<file path="src/rtl/top_pkg.sv">
// Shared constants, types and helpers for the 4x4 keypad scanner.
package top_pkg;

  localparam int NUM_ROWS = 4;
  localparam int NUM_COLS = 4;
  localparam int NUM_KEYS = 16;

  localparam int DEF_SCAN_CYCLES    = 120;
  localparam int DEF_DEBOUNCE_SCANS = 3;

  typedef logic [3:0]          key_idx_t;
  typedef logic [NUM_KEYS-1:0] key_vec_t;

  // Lowest set index wins when several keys go active together.
  function automatic key_idx_t lowest_key(input key_vec_t v);
    key_idx_t idx;
    idx = 4'd0;
    for (int i = NUM_KEYS - 1; i >= 0; i--) begin
      if (v[i]) begin
        idx = key_idx_t'(i);
      end else begin
        idx = idx;
      end
    end
    return idx;
  endfunction

endpackage

</file>
<file path="src/rtl/top_matrix_scanner.sv">
// Row drive, column synchronizers, per-row sampling and per-key debouncing
// for a 4x4 active-low key matrix.
module matrix_scanner
  import top_pkg::*;
#(
  parameter int SCAN_CYCLES    = DEF_SCAN_CYCLES,
  parameter int DEBOUNCE_SCANS = DEF_DEBOUNCE_SCANS
) (
  input  logic                clk,
  input  logic                rst_n,
  input  logic [NUM_COLS-1:0] cols,
  output logic [NUM_ROWS-1:0] rows,
  output key_vec_t            debounced
);

  localparam int DW = (SCAN_CYCLES > 1) ? $clog2(SCAN_CYCLES) : 1;
  localparam int CW = (DEBOUNCE_SCANS > 1) ? $clog2(DEBOUNCE_SCANS + 1) : 1;
  localparam logic [DW-1:0] DWELL_LAST = DW'(SCAN_CYCLES - 1);
  localparam logic [DW-1:0] DWELL_ONE  = DW'(1);
  localparam logic [CW-1:0] DB_LAST    = CW'(DEBOUNCE_SCANS - 1);
  localparam logic [CW-1:0] CNT_ONE    = CW'(1);
  localparam logic [CW-1:0] CNT_ZERO   = CW'(0);

  logic [NUM_COLS-1:0] col_meta_r;
  logic [NUM_COLS-1:0] col_sync_r;
  logic                active_r;
  logic [DW-1:0]       dwell_r;
  logic [1:0]          row_r;
  logic [NUM_ROWS-1:0] rows_r;
  key_vec_t            raw_r;
  key_vec_t            deb_r;
  logic [CW-1:0]       db_cnt_r  [NUM_KEYS];

  logic                sample_s;
  key_vec_t            raw_full_s;
  key_vec_t            deb_next_s;
  logic [CW-1:0]       cnt_next_s [NUM_KEYS];

  assign sample_s  = active_r && (dwell_r == DWELL_LAST);
  assign rows      = rows_r;
  assign debounced = deb_r;

  // Two-flop synchronizer; idle (pulled-up) level is high.
  always_ff @(posedge clk or negedge rst_n) begin
    if (!rst_n) begin
      col_meta_r <= 4'b1111;
      col_sync_r <= 4'b1111;
    end else begin
      col_meta_r <= cols;
      col_sync_r <= col_meta_r;
    end
  end

  // Row sequencer: the first cycle after reset starts a fresh row-0 dwell.
  always_ff @(posedge clk or negedge rst_n) begin
    if (!rst_n) begin
      active_r <= 1'b0;
      dwell_r  <= DW'(0);
      row_r    <= 2'd0;
      rows_r   <= 4'b1111;
    end else if (!active_r) begin
      active_r <= 1'b1;
      dwell_r  <= DW'(0);
      row_r    <= 2'd0;
      rows_r   <= 4'b1110;
    end else if (dwell_r == DWELL_LAST) begin
      dwell_r  <= DW'(0);
      row_r    <= row_r + 2'd1;
      rows_r   <= ~(4'b0001 << (row_r + 2'd1));
    end else begin
      dwell_r  <= dwell_r + DWELL_ONE;
    end
  end

  // Merge the active row's closed keys into the scan's raw vector.
  always_comb begin
    raw_full_s = raw_r;
    for (int c = 0; c < NUM_COLS; c++) begin
      if (!col_sync_r[c]) begin
        raw_full_s[{row_r, 2'(c)}] = 1'b1;
      end else begin
        raw_full_s[{row_r, 2'(c)}] = raw_r[{row_r, 2'(c)}];
      end
    end
  end

  // Per-key debounce: flip only after DEBOUNCE_SCANS disagreeing scans in a row.
  always_comb begin
    deb_next_s = deb_r;
    for (int k = 0; k < NUM_KEYS; k++) begin
      cnt_next_s[k] = CNT_ZERO;
      if (raw_full_s[k] != deb_r[k]) begin
        if (db_cnt_r[k] == DB_LAST) begin
          deb_next_s[k] = ~deb_r[k];
          cnt_next_s[k] = CNT_ZERO;
        end else begin
          deb_next_s[k] = deb_r[k];
          cnt_next_s[k] = db_cnt_r[k] + CNT_ONE;
        end
      end else begin
        deb_next_s[k] = deb_r[k];
        cnt_next_s[k] = CNT_ZERO;
      end
    end
  end

  // Accumulate rows; the debounced state only moves when row 3 closes a scan.
  always_ff @(posedge clk or negedge rst_n) begin
    if (!rst_n) begin
      raw_r <= 16'h0000;
      deb_r <= 16'h0000;
      for (int k = 0; k < NUM_KEYS; k++) begin
        db_cnt_r[k] <= CNT_ZERO;
      end
    end else if (sample_s) begin
      if (row_r == 2'd3) begin
        raw_r <= 16'h0000;
        deb_r <= deb_next_s;
        for (int k = 0; k < NUM_KEYS; k++) begin
          db_cnt_r[k] <= cnt_next_s[k];
        end
      end else begin
        raw_r <= raw_full_s;
      end
    end
  end

endmodule

</file>
<file path="src/rtl/top.sv">
// 4x4 keypad front end: scanner plus LED (any key held) and RGB (last key).
module top
  import top_pkg::*;
#(
  parameter int SCAN_CYCLES    = DEF_SCAN_CYCLES,
  parameter int DEBOUNCE_SCANS = DEF_DEBOUNCE_SCANS
) (
  input  logic clk,
  input  logic rst_n,
  input  logic _39a,
  input  logic _38b,
  input  logic _41a,
  input  logic _42b,
  output logic _36b,
  output logic _37a,
  output logic _29b,
  output logic _31b,
  output logic LED,
  output logic RGB_R,
  output logic RGB_G,
  output logic RGB_B
);

  logic [NUM_COLS-1:0] cols_s;
  logic [NUM_ROWS-1:0] rows_s;
  key_vec_t            deb_s;
  key_vec_t            new_press_s;
  key_idx_t            new_key_s;

  key_vec_t            prev_deb_r;
  key_idx_t            last_key_r;
  logic                key_valid_r;
  logic                led_r;
  logic [2:0]          rgb_r;
  logic                unused_key_msb_s;

  assign cols_s = {_42b, _41a, _38b, _39a};

  matrix_scanner #(
    .SCAN_CYCLES    (SCAN_CYCLES),
    .DEBOUNCE_SCANS (DEBOUNCE_SCANS)
  ) u_scanner (
    .clk       (clk),
    .rst_n     (rst_n),
    .cols      (cols_s),
    .rows      (rows_s),
    .debounced (deb_s)
  );

  assign {_31b, _29b, _37a, _36b} = rows_s;

  assign new_press_s = deb_s & ~prev_deb_r;
  assign new_key_s   = lowest_key(new_press_s);
  // RGB has only three channels; the index MSB is held but not displayed.
  assign unused_key_msb_s = last_key_r[3];

  // Press capture and LED; releases never touch the last-key register.
  always_ff @(posedge clk or negedge rst_n) begin
    if (!rst_n) begin
      prev_deb_r  <= 16'h0000;
      last_key_r  <= 4'd0;
      key_valid_r <= 1'b0;
      led_r       <= 1'b1;
      rgb_r       <= 3'b111;
    end else begin
      prev_deb_r <= deb_s;
      led_r      <= ~(|deb_s);
      if (|new_press_s) begin
        last_key_r  <= new_key_s;
        key_valid_r <= 1'b1;
      end
      rgb_r <= key_valid_r ? ~last_key_r[2:0] : 3'b111;
    end
  end

  assign LED   = led_r;
  assign RGB_R = rgb_r[0];
  assign RGB_G = rgb_r[1];
  assign RGB_B = rgb_r[2];

endmodule

</file>
<file path="config.mk">
export PLATFORM = sky130hd
export DESIGN_NAME = top
export DESIGN_NICKNAME = d
export VERILOG_FILES = /design/src/rtl/top_pkg.sv /design/src/rtl/top_matrix_scanner.sv /design/src/rtl/top.sv
export SDC_FILE = /design/constraint.sdc
export NUM_CORES = 1
export LEC_CHECK = 0
export ABC_AREA = 1
export CORE_MARGIN = 2
export CORE_UTILIZATION = 45
export DETAILED_ROUTE_END_ITERATION = 12
export PLACE_DENSITY = 0.61
export SLEW_MARGIN = 5
export SYNTH_ARGS = -nofsm -noshare
export SYNTH_HDL_FRONTEND = slang
export SYNTH_SLANG_ARGS = --single-unit
</file>
<file path="constraint.sdc">
create_clock -name clk -period 2.4 [get_ports clk]
set_clock_uncertainty 0.2 [all_clocks]
set_input_delay 0.36 -clock clk [delete_from_list [all_inputs] [get_ports clk]]
set_output_delay 0.36 -clock clk [all_outputs]
set_load 0.01 [all_outputs]
</file>
==> impl_metrics.py <==
metrics = {
    "logic_synthesis": {
        "synthArstFlopShare_pct": 100,
        "yosysWarnings": 0,
        "syn_nets": 566,
        "synth_edf_count": 0,
        "synth_top_cell_area_share_pct": 46.7,
        "netlist_area_um2": 5040,
        "yosysTopAreaCell": "dfrtp_1",
        "synth_seq_cells": 110,
        "ys_seq_area_share_pct": 55.0,
        "synth.distinct_cells": 42,
        "synthesis.instances": 552,
        "avgSynthCellArea_um2": 9.13,
        "synth_top_flop_cell": "dfrtp_1",
        "synth.top_cells.by_area": "dfrtp_1 (47%), nand2_1 (8.4%), dfstp_2 (8.3%)",
    },
    "cells_and_area": {
        "syn2layout_area_growth_pct": 11.5,
        "drive_gt1_share_pct": 13.8,
        "final_util_pct": 51.6,
        "fin_nets": 587,
        "most-common-layout-cells": "nand2_1 (113), dfrtp_1 (94), inv_1 (87)",
        "diodes": 0,
        "final_common_cell": "nand2_1",
    },
    "critical_path": {
        "slowest_delay_ns": 0.38,
        "start_kind": "register",
        "critPathTopFamily": "buffers and inverters",
        "crit_fanout": 11,
        "worstSetupEndpointType": "register",
        "slowest_stage": "dfrtp_1",
        "worstPathRequired_ns": 2.51,
        "crit_chain": "ha_1 -> nand2_1 -> inv_1 -> nand3_4 -> nor2_8 -> nand2_4 -> inv_2 -> buf_4 -> nand3_1 -> o21bai_1 -> o22ai_1",
        "r2r-start": "u_scanner.dwell_r[0]$_DFF_PN0_",
        "crit_arrival_ns": 2.30,
        "worstSetupStartpoint": "u_scanner.dwell_r[0]$_DFF_PN0_",
        "critPathBufInv": 3,
        "critPathKind": "register to register",
    },
    "floorplan": {
        "core-area_um2": 10900,
        "die_area_um2": 12100,
        "num_rows": 38,
        "die_h_um": 110,
        "fp.dieW_um": 110,
        "start_util_pct": 46.3,
        "ioPinCount": 14,
    },
    "min_path": {
        "hold_path.class": "register to register",
        "hold_start": "u_scanner.col_meta_r[2]$_DFF_PN1_",
    },
    "clock_tree": {
        "clk_pin_slew_ns": 0.09,
        "post_cts_buffers": 0,
        "clock-sinks": 110,
        "cts_buffer_depth": 2,
        "clock_latency_ns": 0.39,
        "tritoncts": "built",
        "cts-htree-levels": 3,
        "cts_buffers": 9,
        "cts_root_buffer": "clkbuf_8",
    },
    "timing": {
        "finalMaxSlewViolations": 0,
        "relSlewSlack_pct": 60.8,
        "rsz0062_at_grt": "no",
        "period_needed_ns": 2.20,
        "fin_tns_setup_ns": 0,
        "fmax_mhz": 455,
        "tightest_slew_ns": 0.588,
        "finalHoldViolCount": 0,
        "setup_viol": 0,
        "timing.final.crit_share_pct": 91.5,
    },
    "drt": {
        "vias_per_cell": 5.00,
        "postRouteAntennaNets": 0,
        "vias": 3593,
        "drt_iter0_drc": 187,
        "wl_um": 9910,
        "dr.pass1.iters": 4,
        "post_drt_wl_per_cell_um": 13.8,
        "drc": 0,
    },
    "placed_design": {
        "gp_congestion": 0.836,
        "hpwl_um": 7160,
        "io_buffers": 13,
    },
    "run_status": {
        "status": "finished clean",
    },
    "global_route": {
        "grt_overflow": 0,
        "track_usage_pct": 18.8,
        "antenna_found_initial": 0,
        "grt_max_degree": 43,
        "grt_pass1_wl_um": 16900,
        "grt_pass1_vias": 3457,
    },
    "power_and_ir_drop": {
        "ir_drop_v": 0.000502,
        "p_per_area_nw_per_um2": 587,
        "p_leak_nw": 2.75,
    },
    "job": {
        "max_cap_violations": 0,
    },
}
==> cell families after synthesis <==
logic type,synth area share [%]
xor+xnor,1.04
buf+inv,8.02
compound gates,13.6
simple gates,20.0
mux,0.223
fa+ha+maj,1.99
other cells,0.0744
flops,55.0
==> synth_stat cells (3+ instances only) <==
| library cell | number |
|---|---|
| nand2_1 | 113 |
| dfstp_2 | 16 |
| or2_2 | 14 |
| nor2_1 | 39 |
| inv_2 | 4 |
| a21oi_1 | 10 |
| inv_1 | 87 |
| o31ai_1 | 5 |
| o21bai_1 | 7 |
| o22ai_1 | 10 |
| clkbuf_1 | 4 |
| nand4_1 | 17 |
| ha_1 | 8 |
| o21bai_2 | 5 |
| a21oi_2 | 3 |
| o21ai_0 | 37 |
| o21ai_1 | 15 |
| or2_1 | 5 |
| xor2_1 | 5 |
| dfrtp_1 | 94 |
| nand2_2 | 3 |
| nor3_1 | 7 |
| o21bai_4 | 3 |
| a31oi_1 | 3 |
| nand3_1 | 16 |
==> worst register-to-register path, delay by kind of cell, from the launching register on <==
kind,cells,cell delay [ns]
AOI/OAI and AO/OA,2,0.30
adders and majority gates,1,0.17
and+or+nand+nor,5,0.53
DFF,1,0.38
buffers and inverters,3,0.54
==> state kept, by name, indices dropped and copies added (netlist names), 2 cells and up <==
signal	flops
u_scanner.dwell_r	7
last_key_r	3
u_scanner.debounced	16
rgb_r	3
u_scanner.col_sync_r	4
u_scanner.rows	4
u_scanner.db_cnt_r	32
u_scanner.row_r	2
prev_deb_r	16
u_scanner.raw_r	16
u_scanner.col_meta_r	4
==> layer usage <==
layer / track usage [%] / vias to the layer above / wire, um
li1: - / 1813 / -
met1: 24.7 / 1709 / 4770
met2: 29.0 / 48 / 4460
met3: 4.80 / 23 / 356
met4: 9.31 / 0 / 330
met5: 0 / - / 0
==> final timing paths <==
check,to,slack [ns],cells past startpoint
worst min register to register,u_scanner.col_sync_r[2]$_DFF_PN1_,0.16,0
worst max-delay path,u_scanner.db_cnt_r[5]$_DFFE_PN0P_,0.20,11
max in group asynchronous,u_scanner.col_sync_r[2]$_DFF_PN1_,1.00,3
min in group asynchronous,u_scanner.db_cnt_r[19]$_DFFE_PN0P_,0.30,2
worst min-delay path,u_scanner.col_sync_r[2]$_DFF_PN1_,0.16,0
worst max register to register,u_scanner.db_cnt_r[5]$_DFFE_PN0P_,0.20,11
==> cell type report <==
class                           count  area (um2)
Clock buffer                       10         128
Clock inverter                      6         111
Fill cell                         989        5270
Inverter                           91         342
Multi-Input combinational cell    341        1870
Sequential cell                   110        2770
Tap cell                          140         175
Timing Repair Buffer               20         220
==> metrics by stage <==
step                      hold slack (ns)  total power [mW]  cell area, um2  std cells  worst slack [ns]
after floorplan                    -0.136              1.93            5040        552             0.470
after global placement              0.146              2.00            5360        701             0.250
after detailed placement            0.147              2.00            5360        701             0.155
after CTS                           0.142              3.34            5610        718             0.131
after global routing                0.141              3.42            5620        718          0.000519
final                               0.161              3.30            5620        718             0.205
==> what timing repair did <==
action,in CTS,in global routing
gates resized for setup,0,2
endpoints found under the setup margin,0,4
hold endpoints to repair,40,0
hold buffers,1,0
==> where the power goes <==
part / internal (mW) / total, mW / switching (mW)
Clock: 0.693 / 1.34 / 0.643
Combinational: 0.0251 / 0.0843 / 0.0592
Sequential: 1.87 / 1.88 / 0.00688
Total: 2.59 / 3.30 / 0.709
Power figures use the tool's default switching activity.
